`src/rtl/core_scheduler.sv`:
```
// Per-core instruction sequencer: fetch, decode, operand request,
// memory wait, execute and writeback, with retired-instruction count.
module core_scheduler #(
  parameter int Threads_per_block = 4,
  parameter int pc_bits = 8,
  parameter int count_bits = 16
) (
  input  logic                           clk,
  input  logic                           reset,
  input  logic                           enable,
  input  logic                           start,
  input  logic [2:0]                     fetcher_state,
  input  logic [2*Threads_per_block-1:0] lsu_state,
  input  logic                           decoded_ret,
  input  logic [pc_bits-1:0]             next_pc,
  output logic [2:0]                     core_state,
  output logic [pc_bits-1:0]             current_pc,
  output logic [count_bits-1:0]          retired,
  output logic                           done
);

  typedef enum logic [2:0] {
    IDLE    = 3'b000,
    FETCH   = 3'b001,
    DECODE  = 3'b010,
    REQUEST = 3'b011,
    WAIT    = 3'b100,
    EXECUTE = 3'b101,
    UPDATE  = 3'b110,
    DONE    = 3'b111
  } state_t;

  localparam logic [2:0] FETCHED = 3'b010;

  state_t                  state_q, state_d;
  logic [pc_bits-1:0]      pc_q, pc_d;
  logic [count_bits-1:0]   ret_q, ret_d;
  logic                    done_q, done_d;
  logic                    mem_busy;

  // REQUESTING (01) and WAITING (10) are the only codes whose bits differ
  always_comb begin
    mem_busy = 1'b0;
    for (int i = 0; i < Threads_per_block; i++) begin
      mem_busy = mem_busy | (lsu_state[2*i] ^ lsu_state[2*i+1]);
    end
  end

  always_comb begin
    state_d = state_q;
    pc_d    = pc_q;
    ret_d   = ret_q;
    done_d  = done_q;
    case (state_q)
      IDLE: begin
        if (start) begin
          state_d = FETCH;
          pc_d    = '0;
          ret_d   = '0;
          done_d  = 1'b0;
        end
      end
      FETCH: begin
        if (fetcher_state == FETCHED) state_d = DECODE;
      end
      DECODE:  state_d = REQUEST;
      REQUEST: state_d = WAIT;
      WAIT: begin
        if (!mem_busy) state_d = EXECUTE;
      end
      EXECUTE: state_d = UPDATE;
      UPDATE: begin
        ret_d = ret_q + 1'b1;
        if (decoded_ret) begin
          state_d = DONE;
          done_d  = 1'b1;
        end else begin
          state_d = FETCH;
          pc_d    = next_pc;
        end
      end
      DONE: begin
        if (!start) begin
          state_d = IDLE;
          done_d  = 1'b0;
        end
      end
      default: state_d = IDLE;
    endcase
  end

  always_ff @(posedge clk or negedge reset) begin
    if (!reset) begin
      state_q <= IDLE;
      pc_q    <= '0;
      ret_q   <= '0;
      done_q  <= 1'b0;
    end else if (enable) begin
      state_q <= state_d;
      pc_q    <= pc_d;
      ret_q   <= ret_d;
      done_q  <= done_d;
    end
  end

  assign core_state = state_q;
  assign current_pc = pc_q;
  assign retired    = ret_q;
  assign done       = done_q;

endmodule

```
`config.mk`:
```
export PLATFORM = sky130hd
export DESIGN_NAME = core_scheduler
export DESIGN_NICKNAME = d
export VERILOG_FILES = /design/src/rtl/core_scheduler.sv
export SDC_FILE = /design/constraint.sdc
export NUM_CORES = 1
export LEC_CHECK = 0
export CORE_ASPECT_RATIO = 1.1
export CORE_MARGIN = 2
export CORE_UTILIZATION = 45
export DETAILED_ROUTE_END_ITERATION = 6
export GPL_ROUTABILITY_DRIVEN = 0
export PLACE_DENSITY = 0.8
export SLEW_MARGIN = 20
export SYNTH_ARGS = -nofsm -noshare
export SYNTH_HDL_FRONTEND = slang
export SYNTH_SLANG_ARGS = --single-unit
```
`constraint.sdc`:
```
create_clock -name clk -period 1.9 [get_ports clk]
set_input_delay 0.285 -clock clk [delete_from_list [all_inputs] [get_ports clk]]
set_output_delay 0.285 -clock clk [all_outputs]
set_load 0.05 [all_outputs]
```
* Word-level counts from Yosys, hierarchy flattened
Index checks and enable logic that the tools add are counted.
** Storage, ports and cells
- Flip-flop bits (word level) :: 28
- Latch bits :: 0
- Memory bits (writable) :: 0
- Memory bits (read-only) :: 0
- Input bits :: 24
- Memories :: 0
** Cells by class
- Add/sub/neg operators :: 1
- Multipliers :: 0
- Div/mod/pow operators :: 0
- Magnitude comparators :: 0
- Eq/ne operators :: 14
- Shift operators :: 0
- Muxes and demuxes :: 15
- Bitwise gates (word level) :: 7
- Reduce and logical (&&, ||, !) cells :: 7
** Operator list (count)
- case mux 16 bit (2 select lines) :: 1
- case mux 3 bit (8 select lines) :: 1
- adder 16 x 1 -> 16 bit, second input constant :: 1
- 2-to-1 mux 16 bit :: 1
- 2-to-1 mux 8 bit :: 2
- case mux 8 bit (2 select lines) :: 1
- 2-to-1 mux 3 bit :: 5
- equality test 3 bit, second input constant :: 4
- != test 2 bit, second input constant :: 6
- AND reduction 5 bit :: 2
- equality test 3 x 2 -> 1 bit, second input constant :: 3
- AND reduction 4 bit :: 1
- XOR 1 bit :: 4
- equality test 3 x 1 -> 1 bit, second input constant :: 1
- logical NOT 3 bit :: 1
- 2-to-1 mux 1 bit :: 3
- OR 1 bit :: 3
- case mux 1 bit (3 select lines) :: 1
- AND reduction 3 bit :: 1
- nonzero test 3 bit :: 1
- nonzero test 2 bit :: 1

* Longest topological paths before layout
- Depth in word-level cells :: 6
- Mapped depth :: 6
- Mapped depth without buffers :: 5

* Worst setup path after synthesis
Ideal clock, no wire load.
- Path type :: register to register
- Start point :: register ret_q[3] (netlist: retired[3])
- End point :: register ret_q[13] (netlist: retired[13])
- Setup time :: 0.078 ns
- Data arrival time :: 1.891 ns
- Data required time :: 1.822 ns
- Setup slack :: -0.069 ns
- Stages on the path, launching flop included :: 6
- Clock period less this slack :: 1.969 ns
- Cells stage by stage :: dfrtp_1 > and4_1 > nand4_1 > clkbuf_1 > or4_1 > a21oi_1
** Between the ends
- Word-level cells in the longest chain between the ends :: 2
** RTL lines
- start, declared :: RTL line 37 : logic [count_bits-1:0] ret_q, ret_d;
- start signal, assigned :: RTL line 101 : ret_q <= ret_d;
- adder 16 x 1 -> 16 bit :: RTL line 73 : ret_d = ret_q + 1'b1;
- case mux 16 bit (2 select lines) :: RTL line 54 : case (state_q)
No other way between the ends.
A chain may end at the register's enable or synchronous reset.

* Final worst setup path
- Start point :: register ret_q[9] (netlist: retired[9])
- End point :: output retired[9]
** RTL lines
- end, declared :: RTL line 18 : output logic [count_bits-1:0] retired,
No word-level cell between the ends.

==> impl_results.md <==
- Outcome: complete, no violations
- Setup Viol. Count Final: 0
- Cts bufs inserted: 3
- RSZ-0062 raised after global routing: no
- Pin count of the biggest net entering global routing: 29
- Comb power frac: 54.1%
- Cell area after synthesis: 1500 sq um
- First-pass GRT wire length: 6220 um
- Initial antenna violation count: 0
- Post-synth EDFFs: 0
- CP max FO: 4
- Fin. Hold Viols: 0
- CORE AREA: 3100 sq um
- Routed Antenna Nets: 0
- Initial DRC count: 71
- CTS tree: built
- Worst R2R Path Depth: 5
- Clk_lat worst skew: 0.34 ns
- R2R Path End: retired[10]$_DFFE_PN0P_
- Commonest cells in the netlist: dfrtp_1 (28), nand2_1 (27), o21ai_0 (17)
- Synth unique cells: 39
- RR Startpoint: core_state[1]$_DFFE_PN0P_
- Actual slew at the worst max-slew pin: 0.900 ns
- Clock power frac: 11.4%
- Clk root buf: clkbuf_4
- Fin nets: 252
- Grt total ovfl: 0
- Layout Skew: 0.00162 ns
- Clk pin slew, worst setup/hold paths: 0.15 ns
- Average wire per standard cell: 14.2 um
- Internal reg-to-reg setup slack: 0.18 ns
- Final hold slack: 0.299 ns
- GRT Util Overall: 21.3%
- Sequential area share after synthesis: 46.7%
- Die X: 59.0 um
- Yosys top cell by area: dfrtp_1
- Power per cell area: 1190 nW/um^2
- Worst Setup Start Kind: flip-flop
- Count of hold buffers inserted by post-cts repair: 0
- Fin crit share: 97.8%
- CP peak stage delay: 0.82 ns
- Crit path max-delay family: buffers and inverters
- ANT cells: 0
- Drt pass-1 iters: 4
- Layout area overhead: 45.6%
- Setup crit end kind: output port
- Via count: 1469
- Switching Share: 47.3%
- Async SR Flop Fraction: 100%
- Die area: 3810 sq um
- DP Area: 2110 sq um
- Finished Cell Area: 2180 sq um
- Die span in y: 64.5 um
- Placement Setup Slack: -0.150 ns
- Syn nets: 189
- Yosys reg bits: 28
- Critical path, cell by cell: clkdlybuf4s50_1
- Power Internal: 1.37 mW
- Max Slew Vio Count: 0
- Vias in the first global route: 1451
- Syn. warnings: 0
- WP data arrival: 1.57 ns
- Crit path time final: 1.86 ns
- Post-synth top area share: 46.7%
- Sw Pwr: 1.23 mW
- Sequential Power Share: 34.5%
- Most frequent cell after synthesis: dfrtp_1
- Detailed-route wire length: 3700 um
- Share of layout cells above drive strength 1: 16.4%
- Rel. slew slack: 39.6%
- Setup Total Neg Slack: 0 ns
- Residual DRC count: 0
- Top cells by area, synth: dfrtp_1 (47%), nand2_1 (6.8%), o21ai_0 (5.7%)
- CTS sink count: 28
- Critical-path top delay cell: clkdlybuf4s50_1
- CP Data Required Time: 1.62 ns
- I/O pin count: 52
- Num rows: 21
- FMAX: 538 MHz
- H-tree lvl count: 1
- CP bufs+invs: 1
- Avg Cell Area, Syn: 9.14 sq um
- Final worst setup slack: 0.0416 ns
- CP Class: flip-flop to output port
- Initial Utilization: 48.3%
- Post-synthesis cell count: 164
- IO Port Bufs: 51
- Synth Flop Type: dfrtp_1
- VDD IR-drop max: 0.000737 V
- Vias per inst: 5.65
- Max clock buf depth: 2
- Hold Crit Class: primary input to async pin
- P_leak: 1.06 nW
- Max_cap viols: 0
- DP HPWL: 2870 um
-- what timing repair did --
| item | CTS | global route |
|---|---|---|
| setup buffers | 0 | 2 |
| pin swaps | 0 | 1 |
| endpoints found under the setup margin | 3 | 14 |
| gates resized for setup | 3 | 9 |
-- through the flow --
| stage | power [mW] | utilization [%] | std cells |
|---|---|---|---|
| final | 2.60 | 70.4 | 260 |
| after detailed placement | 2.33 | 68.1 | 254 |
| after floorplan | 1.84 | - | 164 |
| after CTS | 2.63 | 69.2 | 258 |
| after global placement | 2.29 | 68.1 | 254 |
| after global routing | 2.76 | 70.4 | 260 |
-- cell type report --
class | instances | area, sq um
clock buffer | 4 | 36.3
timing repair buffer | 68 | 649
inverter | 3 | 11.3
tap | 34 | 42.5
sequential | 28 | 711
multi-input combinational | 123 | 732
fill | 249 | 918
-- power groups by stage --
| stage | clock [mW] | sequential (mW) | combinational (mW) |
|---|---|---|---|
| after floorplan | 0 | 1.40 | 0.435 |
| after global placement | 0 | 0.906 | 1.38 |
| after detailed placement | 0 | 0.914 | 1.42 |
| after CTS | 0.304 | 0.901 | 1.42 |
| after global routing | 0.326 | 0.931 | 1.50 |
| final | 0.297 | 0.898 | 1.41 |
-- cell usage in the layout, fill, tap and decap left out, types with 4 or more instances in the layout --
master / instances
dfrtp_2: 8
dlymetal6s2s_1: 9
nor2_1: 7
o21ai_0: 17
buf_4: 20
nand2_1: 27
dfrtp_1: 20
a21oi_1: 11
clkdlybuf4s50_1: 36
or3_1: 4
xor2_1: 7
o31ai_1: 5
nand3_1: 7
or4_1: 5
-- how the worst max path moves through the flow --
stage,startpoint,to,cells past startpoint
5_1_grt,retired[9]$_DFFE_PN0P_,retired[9],1
3_3_place_gp,start,retired[15]$_DFFE_PN0P_,5
3_5_place_dp,decoded_ret,current_pc[7]$_DFFE_PN0P_,4
2_1_floorplan,core_state[2]$_DFFE_PN0P_,retired[13]$_DFFE_PN0P_,6
4_1_cts,retired[12]$_DFFE_PN0P_,retired[12],1
6_report,retired[9]$_DFFE_PN0P_,retired[9],1
-- kinds of logic after synthesis --
kind of cell	count (synthesis)	share of synthesized area, %
and+or+nand+nor	67	23.6
xor gates and xnor gates	8	4.67
adders and majority gates	1	0.835
DFF	28	46.7
AOI/OAI and AO/OA	47	19.7
buffers and inverters	13	4.42
-- state kept, by name (all words and copies together), names as in the netlist --
name,count
core_state,3
done,1
retired,16
current_pc,8
-- per-layer routing --
layer  vias up  track usage, %  share of wire [%]
li1        713               -                  -
met1       692            24.6                 40
met2        58            37.2                 52
met3         6            4.19                5.7
met4         0            9.66                1.9
met5         -               0                  0
Note: power is estimated with default switching activity, not from simulation.
